<file path="config.mk">
export PLATFORM = sky130hd
export DESIGN_NAME = rv_wb_stage
export DESIGN_NICKNAME = d
export VERILOG_FILES = /design/src/rtl/rv_wb_stage.sv
export SDC_FILE = /design/constraint.sdc
export NUM_CORES = 1
export LEC_CHECK = 0
export CAP_MARGIN = 20
export CORE_ASPECT_RATIO = 1.2
export CORE_MARGIN = 5
export CORE_UTILIZATION = 50
export CTS_BUF_LIST = sky130_fd_sc_hd__clkbuf_4 sky130_fd_sc_hd__clkbuf_8 sky130_fd_sc_hd__clkbuf_16
export CTS_CLUSTER_DIAMETER = 50
export DETAILED_ROUTE_END_ITERATION = 8
export PLACE_DENSITY = 0.92
export SYNTH_ARGS = -nofsm -noshare
export SYNTH_HDL_FRONTEND = slang
export SYNTH_SLANG_ARGS = --single-unit
</file>
<file path="constraint.sdc">
create_clock -name i_wb_clk -period 4.78 [get_ports i_wb_clk]
set_input_delay 0.956 -clock i_wb_clk [delete_from_list [all_inputs] [get_ports i_wb_clk]]
set_output_delay 0.956 -clock i_wb_clk [all_outputs]
set_load 0.005 [all_outputs]
</file>
<file path="src/rtl/rv_wb_stage.sv">
// rv_wb_stage: MEM/WB pipeline register and RV32I writeback stage.
// Optional instret counter: define RV_WB_INSTRET_EN.
//
// Ports:
//   i_wb_clk, i_wb_rstn            clock (posedge), async active-low reset
//   i_wb_valid/stall/flush         MEM valid, hazard hold, kill
//   i_wb_rd, i_wb_rd_we, i_wb_src  dest reg, write enable, wb source select
//   i_wb_alu_res/pc4/imm           candidate writeback values (alu_res = load addr)
//   i_wb_funct3                    load size/sign
//   i_wb_dmem_rdata                sync dmem word, valid in first WB cycle only
//   o_wb_rf_wd/wa/we               regfile write port
//   o_wb_misalign                  misaligned load flag
//   o_wb_retire                    one-cycle pulse when instruction leaves WB
//   o_wb_instret                   64-bit retire count (RV_WB_INSTRET_EN only)

`ifndef XLEN
`define XLEN 32
`endif

module rv_wb_stage (
   input  logic             i_wb_clk,
   input  logic             i_wb_rstn,
   input  logic             i_wb_valid,
   input  logic             i_wb_stall,
   input  logic             i_wb_flush,
   input  logic [4:0]       i_wb_rd,
   input  logic             i_wb_rd_we,
   input  logic [1:0]       i_wb_src,
   input  logic [`XLEN-1:0] i_wb_alu_res,
   input  logic [`XLEN-1:0] i_wb_pc4,
   input  logic [`XLEN-1:0] i_wb_imm,
   input  logic [2:0]       i_wb_funct3,
   input  logic [`XLEN-1:0] i_wb_dmem_rdata,
   output logic [`XLEN-1:0] o_wb_rf_wd,
   output logic [4:0]       o_wb_rf_wa,
   output logic             o_wb_rf_we,
   output logic             o_wb_misalign,
   output logic             o_wb_retire
`ifdef RV_WB_INSTRET_EN
  ,output logic [63:0]      o_wb_instret
`endif
);

   localparam int XLEN = `XLEN;

   logic            valid_q;
   logic [4:0]      rd_q;
   logic            rd_we_q;
   logic [1:0]      src_q;
   logic [XLEN-1:0] alu_res_q;
   logic [XLEN-1:0] pc4_q;
   logic [XLEN-1:0] imm_q;
   logic [2:0]      funct3_q;
   logic            first_q;
   logic [XLEN-1:0] hold_q;

   logic [1:0]      addr_lo;
   logic            is_byte;
   logic            is_half;
   logic            is_word;
   logic            is_signed;
   logic [7:0]      byte_lane;
   logic [15:0]     half_lane;
   logic [XLEN-1:0] ext;
   logic [XLEN-1:0] load_data;
   logic            misalign;

   always_ff @(posedge i_wb_clk or negedge i_wb_rstn) begin
      if (!i_wb_rstn) begin
         valid_q   <= 1'b0;
         rd_q      <= '0;
         rd_we_q   <= 1'b0;
         src_q     <= '0;
         alu_res_q <= '0;
         pc4_q     <= '0;
         imm_q     <= '0;
         funct3_q  <= '0;
         first_q   <= 1'b0;
         hold_q    <= '0;
      end else if (i_wb_flush) begin
         valid_q <= 1'b0;
         first_q <= 1'b0;
      end else if (i_wb_stall) begin
         // dmem word is only valid in the first cycle; latch the
         // extracted value so a long stall keeps wd stable.
         first_q <= 1'b0;
         if (first_q) hold_q <= ext;
      end else begin
         valid_q   <= i_wb_valid;
         rd_q      <= i_wb_rd;
         rd_we_q   <= i_wb_rd_we;
         src_q     <= i_wb_src;
         alu_res_q <= i_wb_alu_res;
         pc4_q     <= i_wb_pc4;
         imm_q     <= i_wb_imm;
         funct3_q  <= i_wb_funct3;
         first_q   <= 1'b1;
      end
   end

   assign addr_lo   = alu_res_q[1:0];
   assign is_byte   = (funct3_q[1:0] == 2'b00);
   assign is_half   = (funct3_q[1:0] == 2'b01);
   // 010, 011, 110, 111 all behave as LW
   assign is_word   = funct3_q[1];
   assign is_signed = ~funct3_q[2];
   assign byte_lane = i_wb_dmem_rdata[{addr_lo, 3'b000} +: 8];
   assign half_lane = i_wb_dmem_rdata[{addr_lo[1], 4'b0000} +: 16];

   always_comb begin
      ext = i_wb_dmem_rdata;
      unique case (1'b1)
         is_byte: ext = {{(XLEN-8){is_signed & byte_lane[7]}}, byte_lane};
         is_half: ext = {{(XLEN-16){is_signed & half_lane[15]}}, half_lane};
         is_word: ext = i_wb_dmem_rdata;
         default: ext = i_wb_dmem_rdata;
      endcase
   end

   assign load_data = first_q ? ext : hold_q;

   assign misalign = valid_q & (src_q == 2'b01) &
                     ((is_half & addr_lo[0]) |
                      (is_word & (addr_lo != 2'b00)));

   always_comb begin
      o_wb_rf_wd = alu_res_q;
      unique case (src_q)
         2'b00:   o_wb_rf_wd = alu_res_q;
         2'b01:   o_wb_rf_wd = load_data;
         2'b10:   o_wb_rf_wd = pc4_q;
         2'b11:   o_wb_rf_wd = imm_q;
         default: o_wb_rf_wd = alu_res_q;
      endcase
   end

   assign o_wb_rf_wa    = rd_q;
   assign o_wb_rf_we    = valid_q & rd_we_q & (rd_q != 5'd0) & ~misalign;
   assign o_wb_misalign = misalign;
   assign o_wb_retire   = valid_q & ~i_wb_stall & ~i_wb_flush;

`ifdef RV_WB_INSTRET_EN
   always_ff @(posedge i_wb_clk or negedge i_wb_rstn) begin
      if (!i_wb_rstn)       o_wb_instret <= '0;
      else if (o_wb_retire) o_wb_instret <= o_wb_instret + 64'd1;
   end
`endif

endmodule

</file>
==> metrics <==
maxcap violations 0; Pwr Total 4.02 mW; die area 0.0168 sq mm; initial antenna violation count 1; setup slack after layout 0.233 ns; Crit Path Class input pin to output port; Sink Count 141; Synth Register Bits 141; relative slew slack 0.328; Clock Latency Late Sink 0.42 ns; Syn Std Cell Area 0.00715 sq mm; Post-Syn Instances 588; syn nets 732; Max Clock Skew 0.0105 ns; largest net degree at the start of global routing 86; Critical Path Start Type input pin; number of gates resized after CTS 0; Switching Share 0.281; drt drc 0; critical-path cell list clkdlybuf4s50_1, mux4_2, a211oi_4, a21oi_1, mux4_2, clkdlybuf4s50_1; Critical Path RT 3.82 ns; Yosys cell types 38; HP Class flop to flop; final wirelength 20600 um; critical path fanouts, max 7; Max Slew Vio Count 0; CP max-delay cell mux4_2; Remaining Overflow, GRT 0; hold_buf cts 0; first-pass GRT wire length 32700 um; H-tree Lvls 4; status complete, no violations; Reg area 0.00353 sq mm; routability cong. 0.806; Layout Nets 901; CP Capture Type output port; final hold violation count 0; vias in the first global route 5906; detailed-route via count 5578; clock share of power 0.341; post-DP HPWL 14800 um; Post-Layout Cell Count 942; CTS tree done; Die H 141 um; Vias/cell 5.92; Placed Instances 909; antenna viol nets, final 0; row count 47; maximum operating frequency 220 MHz; Initial DRT Pass Iterations 5; internal power 2.89 mW; GR Util All Layers 0.249; multi-input combinational cell area 0.00343 sq mm; num ports 184; final setup violating endpoints 0; core area 0.0139 sq mm; sequential fraction of design power 0.391; YS warnings 0; post-route minimum period 4.55 ns; setup TNS 0 ns; CTS clk-pin slew, worst paths 0.06 ns; Layout area overhead 36.1%; pre-CTS setup slack 0.269 ns; VDD IR max 0.000215 V; mean routed wirelength per cell 21.8 um; Arr. time, crit path 3.59 ns; Initial Util 0.513; CTS Buffer Depth 2; buffers added on ports 183; 1st-iter DRT viols 353; Worst Hold Margin 0.480 ns; worst slew pin tran 1.01 ns; most frequent cells in the layout 182 x clkdlybuf4s50_1, 139 x dfrtp_1, 135 x mux2_2, 52 x nand2_1, 35 x a21oi_1; post-synthesis sequential area ratio 0.494; commonest non-fill, non-tap cell in the layout clkdlybuf4s50_1; total CTS buffers 17; Pwr Density 413 mW/mm^2; Sw Pwr 1.13 mW; FILL cells 995; Die Wd 119 um; Root Buffer clkbuf_16; Leak 3.91 nW; Mean Syn Cell Area 12.2 sq um; RSZ-0062 raised after global routing no; Setup Buffers After CTS 0; slowest cell delay on critical path 0.55 ns; crit share post-route 0.951; layout cells sized above 1 0.270; Comb power frac 0.269
-- critical path, delay by kind of cell --
family / cells / cell delay, ns
muxes: 2 / 1.02
buffers and inverters: 2 / 0.95
AOI/OAI and AO/OA: 2 / 0.66
-- through the flow --
step | instance area (sq um) | utilization
after floorplan | 7150 | -
after global placement | 9110 | 0.654
after detailed placement | 9110 | 0.654
after CTS | 9730 | 0.698
after global routing | 9730 | 0.698
final | 9730 | 0.698
-- final timing paths --
check / startpoint / end / slack [ns] / cells past startpoint
max: i_wb_dmem_rdata[31] / o_wb_rf_wd[12] / 0.23 / 6
min: hold_q[5] / hold_q[5] / 0.48 / 2
max reg2reg: funct3_q[1] / hold_q[7] / 2.25 / 4
min reg2reg: hold_q[5] / hold_q[5] / 0.48 / 2
max in group asynchronous: i_wb_rstn / imm_q[14] / 3.20 / 2
min in group asynchronous: i_wb_rstn / imm_q[10] / 0.59 / 1
-- cells by family (layout without fill, tap and decap cells) --
family / count (synthesis) / in the layout / synth area share
flip-flops: 141 / 141 / 0.494
multiplexers: 175 / 175 / 0.304
AND/OR/NAND/NOR: 119 / 119 / 0.0819
buffers and inverters: 48 / 230 / 0.0275
other: 0 / 1 / 0
AO/OA/AOI/OAI: 105 / 105 / 0.0930
-- power by group through the flow --
| stage | logic, mW | clock network [mW] | registers, mW |
|---|---|---|---|
| 2_1_floorplan | 0.641 | 0 | 1.51 |
| 3_3_place_gp | 1.04 | 0 | 1.57 |
| 3_5_place_dp | 1.07 | 0 | 1.59 |
| 4_1_cts | 1.09 | 1.39 | 1.57 |
| 5_1_grt | 1.17 | 1.45 | 1.60 |
| 6_report | 1.08 | 1.37 | 1.57 |
-- state kept, by name, summed over array words and instances (netlist names) --
name,flops
alu_res_q,32
first_q,1
funct3_q,3
hold_q,32
imm_q,32
o_wb_rf_wa,5
pc4_q,32
rd_we_q,1
src_q,2
valid_q,1
-- layout make-up --
type,instances,share of cell area
inverter,2,0.000772
tap,171,0.0220
multi-input combinational,399,0.353
timing repair buffer,196,0.198
clock buffer,17,0.0437
antenna,1,0.000257
clock inverter,15,0.0192
sequential,141,0.363
-- cells in the mapped netlist --
master / count / area share
a21oi_1: 35 / 0.025
o211a_1: 1 / 0.0014
a211oi_4: 1 / 0.0028
dfrtp_1: 141 / 0.49
nor2_1: 12 / 0.0063
a221oi_1: 4 / 0.0049
mux2i_1: 20 / 0.028
a2bb2oi_1: 1 / 0.0012
nand4b_1: 1 / 0.0012
o32ai_1: 6 / 0.0074
or4_1: 1 / 0.0011
clkbuf_1: 29 / 0.015
o21ai_0: 24 / 0.017
or3b_2: 1 / 0.0012
buf_1: 9 / 0.0047
a2111oi_0: 1 / 0.0012
mux4_2: 20 / 0.063
nand2_1: 52 / 0.027
a22o_1: 1 / 0.0012
a222oi_1: 1 / 0.0014
a221o_1: 1 / 0.0014
mux2_2: 135 / 0.21
nand3_1: 1 / 0.00070
o211ai_1: 2 / 0.0021
o22ai_1: 7 / 0.0061
a31oi_1: 12 / 0.011
or3_1: 1 / 0.00088
o221a_2: 1 / 0.0016
o21bai_1: 1 / 0.0011
nor3_1: 6 / 0.0042
nand2b_1: 16 / 0.014
nor2b_1: 23 / 0.020
inv_1: 2 / 0.0011
buf_2: 7 / 0.0049
buf_6: 1 / 0.0016
and2_1: 2 / 0.0018
o221ai_1: 6 / 0.0074
nand3b_1: 3 / 0.0032
-- per-layer routing --
layer	global-route usage	wire length, um
met3	0.0593	1280
met4	0.101	640
met5	0	0
met1	0.309	8070
met2	0.420	10600
No activity file was read; power rests on OpenSTA's default activity.
